$ cat src/rtl/hc4_pkg.sv
// Shared definitions for the register scan reader.
//   - Scan FSM state encoding (fixed values, visible in debug taps)
//   - clog2_min1: ceil(log2(n)) clamped to at least 1 bit, used for select
//     and bit-counter widths so single-entry configurations still get a port.
package hc4_pkg;

  localparam logic [1:0] ST_IDLE   = 2'd0;
  localparam logic [1:0] ST_SELECT = 2'd1;
  localparam logic [1:0] ST_SHIFT  = 2'd2;
  localparam logic [1:0] ST_DONE   = 2'd3;

  typedef enum logic [1:0] {
    IDLE   = ST_IDLE,
    SELECT = ST_SELECT,
    SHIFT  = ST_SHIFT,
    DONE   = ST_DONE
  } state_e;

  function automatic int clog2_min1(input int n);
    return (n <= 2) ? 1 : $clog2(n);
  endfunction

endpackage

$ cat src/rtl/piso_shifter.sv
// Parallel-in / serial-out shifter, MSB first.
// Ports:
//   clk       clock, rising edge
//   nReset    asynchronous active-low reset, clears the register
//   load_i    load pdata_i (has priority over shift_i)
//   shift_i   shift left by one, zero fill
//   pdata_i   parallel load value
//   sout_o    current MSB of the shift register (a register bit)
module piso_shifter #(
  parameter int WIDTH = 8
) (
  input  logic             clk,
  input  logic             nReset,
  input  logic             load_i,
  input  logic             shift_i,
  input  logic [WIDTH-1:0] pdata_i,
  output logic             sout_o
);

  logic [WIDTH-1:0] shreg_q;

  always_ff @(posedge clk or negedge nReset) begin
    if (!nReset) begin
      shreg_q <= '0;
    end else if (load_i) begin
      shreg_q <= pdata_i;
    end else if (shift_i) begin
      shreg_q <= shreg_q << 1;
    end
  end

  assign sout_o = shreg_q[WIDTH-1];

endmodule

$ cat src/rtl/register_scan_reader.sv
// Register scan reader: walks a select index over NREGS registers, captures
// each WIDTH-bit value from the external read mux and streams it out
// serially, MSB first, over a valid/ready bit handshake.
// Ports:
//   clk, nReset        clock / async active-low reset
//   nStart             active-low scan request, ignored while busy
//   sel                register select to external read mux
//   rdata              selected register value
//   sout, sout_valid   serial bit and its qualifier
//   sout_ready         consumer accepts bit when valid & ready at clk edge
//   sout_last          set while presenting bit 0 of the final register
//   busy               scan in progress
//   done               one-cycle pulse after the final bit is accepted
//
// state  | meaning
// IDLE   | waiting for nStart low
// SELECT | one cycle for the external mux to settle on sel
// SHIFT  | presenting bits of the captured register, waiting on handshakes
// DONE   | done pulse, returns to IDLE
module register_scan_reader
  import hc4_pkg::*;
#(
  parameter  int WIDTH = 8,
  parameter  int NREGS = 4,
  localparam int SELW  = clog2_min1(NREGS)
) (
  input  logic             clk,
  input  logic             nReset,
  input  logic             nStart,
  output logic [SELW-1:0]  sel,
  input  logic [WIDTH-1:0] rdata,
  output logic             sout,
  output logic             sout_valid,
  input  logic             sout_ready,
  output logic             sout_last,
  output logic             busy,
  output logic             done
);

  localparam int              BCW      = clog2_min1(WIDTH);
  localparam logic [SELW-1:0] LAST_IDX = SELW'(NREGS - 1);
  localparam logic [BCW-1:0]  TOP_BIT  = BCW'(WIDTH - 1);

  state_e          state_q;
  logic [SELW-1:0] idx_q;
  logic [BCW-1:0]  bitcnt_q;
  logic            valid_q;
  logic            last_q;
  logic            busy_q;
  logic            done_q;

  logic hs;
  logic at_last_reg;
  logic load;
  logic shift;

  assign hs          = valid_q & sout_ready;
  assign at_last_reg = (idx_q == LAST_IDX);
  // Capture happens on the SELECT exit edge; the shifter only moves on an
  // accepted bit that is not the register's final one.
  assign load        = (state_q == SELECT);
  assign shift       = (state_q == SHIFT) && hs && (bitcnt_q != '0);

  always_ff @(posedge clk or negedge nReset) begin
    if (!nReset) begin
      state_q  <= IDLE;
      idx_q    <= '0;
      bitcnt_q <= '0;
      valid_q  <= 1'b0;
      last_q   <= 1'b0;
      busy_q   <= 1'b0;
      done_q   <= 1'b0;
    end else begin
      done_q <= 1'b0;
      case (state_q)
        IDLE: begin
          if (!nStart) begin
            state_q <= SELECT;
            idx_q   <= '0;
            busy_q  <= 1'b1;
          end
        end
        SELECT: begin
          state_q  <= SHIFT;
          bitcnt_q <= TOP_BIT;
          valid_q  <= 1'b1;
          // Single-bit registers present their last bit immediately.
          last_q   <= at_last_reg && (WIDTH == 1);
        end
        SHIFT: begin
          if (hs) begin
            if (bitcnt_q != '0) begin
              bitcnt_q <= bitcnt_q - BCW'(1);
              last_q   <= at_last_reg && (bitcnt_q == BCW'(1));
            end else begin
              valid_q <= 1'b0;
              last_q  <= 1'b0;
              if (at_last_reg) begin
                state_q <= DONE;
                done_q  <= 1'b1;
              end else begin
                idx_q   <= idx_q + SELW'(1);
                state_q <= SELECT;
              end
            end
          end
        end
        DONE: begin
          state_q <= IDLE;
          busy_q  <= 1'b0;
        end
        default: state_q <= IDLE;
      endcase
    end
  end

  piso_shifter #(.WIDTH(WIDTH)) u_piso (
    .clk     (clk),
    .nReset  (nReset),
    .load_i  (load),
    .shift_i (shift),
    .pdata_i (rdata),
    .sout_o  (sout)
  );

  assign sel        = idx_q;
  assign sout_valid = valid_q;
  assign sout_last  = last_q;
  assign busy       = busy_q;
  assign done       = done_q;

endmodule

$ cat config.mk
export PLATFORM = sky130hd
export DESIGN_NAME = register_scan_reader
export DESIGN_NICKNAME = d
export VERILOG_FILES = /design/src/rtl/hc4_pkg.sv /design/src/rtl/piso_shifter.sv /design/src/rtl/register_scan_reader.sv
export SDC_FILE = /design/constraint.sdc
export NUM_CORES = 1
export LEC_CHECK = 0
export ABC_AREA = 1
export CAP_MARGIN = 40
export CELL_PAD_IN_SITES_DETAIL_PLACEMENT = 2
export CELL_PAD_IN_SITES_GLOBAL_PLACEMENT = 2
export CORE_UTILIZATION = 30
export DETAILED_ROUTE_END_ITERATION = 8
export PLACE_DENSITY = 0.76
export REMOVE_ABC_BUFFERS = 1
export SLEW_MARGIN = 20
export SYNTH_ARGS = -nofsm -noshare
export SYNTH_HDL_FRONTEND = slang
export SYNTH_HIERARCHICAL = 1
export SYNTH_SLANG_ARGS = --single-unit
export TNS_END_PERCENT = 50
$ cat constraint.sdc
create_clock -name clk -period 4.2 [get_ports clk]
set_input_delay 0.84 -clock clk [delete_from_list [all_inputs] [get_ports clk]]
set_output_delay 0.84 -clock clk [all_outputs]
set_load 0.03 [all_outputs]
==> results.json <==
{
  "outcome": "completed",
  "path_buf_inv": 1,
  "antenna_found_initial": 0,
  "intPower_uw": 457,
  "synth_top_cell_by_area": "dfrtp_1",
  "finalCritPeriodShare_pct": 53.1,
  "area_growth_pct": 26.0,
  "portBuffers": 18,
  "finClkSkew_ns": 0.00564,
  "fp-row-count": 20,
  "worstMarginPinSlew_ns": 0.516,
  "synth.top_cell.area_share_pct": 48.5,
  "grt_pass1_vias": 944,
  "grt_max_degree": 12,
  "cp_top_family": "buffers and inverters",
  "cts_buffers": 3,
  "min_path_type": "register to register",
  "cts_setup_buffers": 0,
  "rr_startpoint": "bitcnt_q[0]",
  "gp_congestion": 0.755,
  "period_needed_ns": 2.23,
  "fp.coreArea_mm2": 0.00308,
  "cts-hold-fix-buffers": 0,
  "cts_sinks": 19,
  "postSynthAreaPerCell_um2": 8.38,
  "multiInputGateArea_um2": 438,
  "drv_slew": 0,
  "ctsResizeCount": 0,
  "p_leak_nw": 0.605,
  "grtUsageTotal_pct": 17.1,
  "cts_root_buffer": "clkbuf_4",
  "fmax_ghz": 0.448,
  "route.antenna.remaining_nets": 0,
  "worstSetupStartpointType": "register",
  "dieWidth_um": 59.2,
  "path_max_fanout": 4,
  "pin_count": 19,
  "die_y_um": 59.2,
  "clock_latency_ns": 0.30,
  "drt-total-wl_mm": 2.49,
  "critPathMaxStageDelay_ns": 0.69,
  "cp.required_ns": 3.36,
  "antennaDiodeCount": 0,
  "finalSetupViolCount": 0,
  "drive_gt1_share_pct": 12.3,
  "crit_chain": "clkdlybuf4s50_1",
  "p_sw_share_pct": 47.0,
  "synth.distinct_cells": 21,
  "slew_headroom_pct": 65.5,
  "clockBufferDepth": 2,
  "start_util_pct": 31.9,
  "cap_violations": 0,
  "htree_levels": 1,
  "n_fill_cell": 349,
  "p_sw_uw": 405,
  "path_class": "register to primary output",
  "yosys-top-cells-area": "dfrtp_1 48%, nand2_1 14%, nand3_1 10%, ha_1 5.1%, inv_1 3.8%",
  "dr.pass1.iters": 3,
  "power_density_mw_per_mm2": 697,
  "grt_pass1_wl_mm": 4.44,
  "num_vias": 839,
  "drtIter0Drc": 30,
  "cp_slowest_cell": "clkdlybuf4s50_1",
  "combPwrFrac_pct": 51.7,
  "ir_drop_v": 0.000281,
  "post-route-drc-count": 0,
  "seqCellArea_um2": 475,
  "clockPowerShare_pct": 11.1,
  "seq_power_share_pct": 37.2,
  "synthCells": 117,
  "hp-start": "u_piso/shreg_q[1]",
  "tns_ns": 0,
  "nets": 155,
  "seq_area_frac_synth_pct": 48.5,
  "startpoint": "sel[0]",
  "dieArea_mm2": 0.00350,
  "synth_area_um2": 981,
  "grt_setup_unrepaired": "no",
  "cp-end-kind": "primary output",
  "hold_viol": 0,
  "timing.hold.ws_ns": 0.499,
  "wl_per_cell_um": 13.7,
  "ys_ff_latch": 19,
  "cts_tree": "yes",
  "cp.arrival_ns": 1.39,
  "synth.yosys.warnings": 6,
  "place.detailed.hpwl_mm": 2.04,
  "vias_per_cell": 4.61,
  "overflow": 0,
  "path_clk_slew_ns": 0.12
}
==> layout make-up <==
class,instances,share of cell area (%)
Tap cell,44,4.45
Clock buffer,3,1.82
Multi-Input combinational cell,83,35.4
Sequential cell,19,38.5
Timing Repair Buffer,19,15.5
Clock inverter,1,0.405
Inverter,13,3.95
==> layer usage <==
metal  share of wire (%)  track usage, %  up-vias  routed length, um
met1                  45            21.4      409               1120
met2                  51            29.7       12               1270
met5                   0               0        -                  0
met3                 3.7            4.59        2                 92
met4                0.68            3.06        0                 17
li1                    -               -      416                  -
==> state kept, by name (all words and copies together) (netlist names) <==
signal	count
sout_last	1
bitcnt_q	3
busy	1
sout_valid	1
u_piso/shreg_q	8
sel	2
state_q	2
done	1
==> stage by stage <==
stage	utilization (%)	power [mW]	cell area, um^2	instances	setup WS, ns
6_report	40.2	0.862	1240	182	1.97
5_1_grt	40.2	0.953	1240	182	1.90
4_1_cts	40.2	0.883	1240	182	1.94
3_5_place_dp	39.3	0.781	1210	178	1.97
3_3_place_gp	38.9	0.754	1200	177	2.04
2_1_floorplan	-	0.629	962	115	2.58
==> logic make-up (layout without fill, tap and decap cells) <==
group	Yosys count	in the layout	synth area share (%)
and+or+nand+nor	73	73	36.1
DFF	19	19	48.5
buffers and inverters	15	36	6.89
AOI/OAI and AO/OA	6	6	3.44
adders and majority gates	4	4	5.10
==> power by group through the flow <==
| stage | clock network, mW | logic, mW | registers, mW |
|---|---|---|---|
| floorplan | 0 | 0.278 | 0.351 |
| global placement | 0 | 0.431 | 0.323 |
| detailed placement | 0 | 0.453 | 0.327 |
| CTS | 0.102 | 0.458 | 0.323 |
| global route | 0.106 | 0.514 | 0.334 |
| finish | 0.0957 | 0.445 | 0.321 |
==> cells in the final DEF (no fill, tap or decap), types with 2 or more instances in the layout <==
cell,synthesis,routed
clkbuf_4,0,3
clkdlybuf4s50_1,0,18
dfrtp_1,19,19
ha_1,4,4
inv_1,10,10
inv_2,3,3
nand2_1,36,36
nand2_2,3,3
nand3_1,20,20
nand4_1,2,2
nor2_1,6,6
o21ai_0,3,3
==> cell usage after synthesis (all sizes together) <==
library cell and number:
a21oi 1, ha 4, buf 2, nand2 40, o21ai 3, or2 1, inv 13, o31ai 1
dfrtp 19, nor2 9, nand4 2, nand3 21, a31oi 1
==> path summary, 6_finish.rpt <==
check	slack, ns	cells after the start	to
max in group asynchronous	2.88	2	sout_last
hold reg to reg	0.50	2	u_piso/shreg_q[1]
setup / recovery	1.97	1	sel[0]
setup reg to reg	2.59	10	u_piso/shreg_q[0]
min in group asynchronous	0.85	1	busy
hold / removal	0.50	2	u_piso/shreg_q[1]
Power figures use the tool's default switching activity.
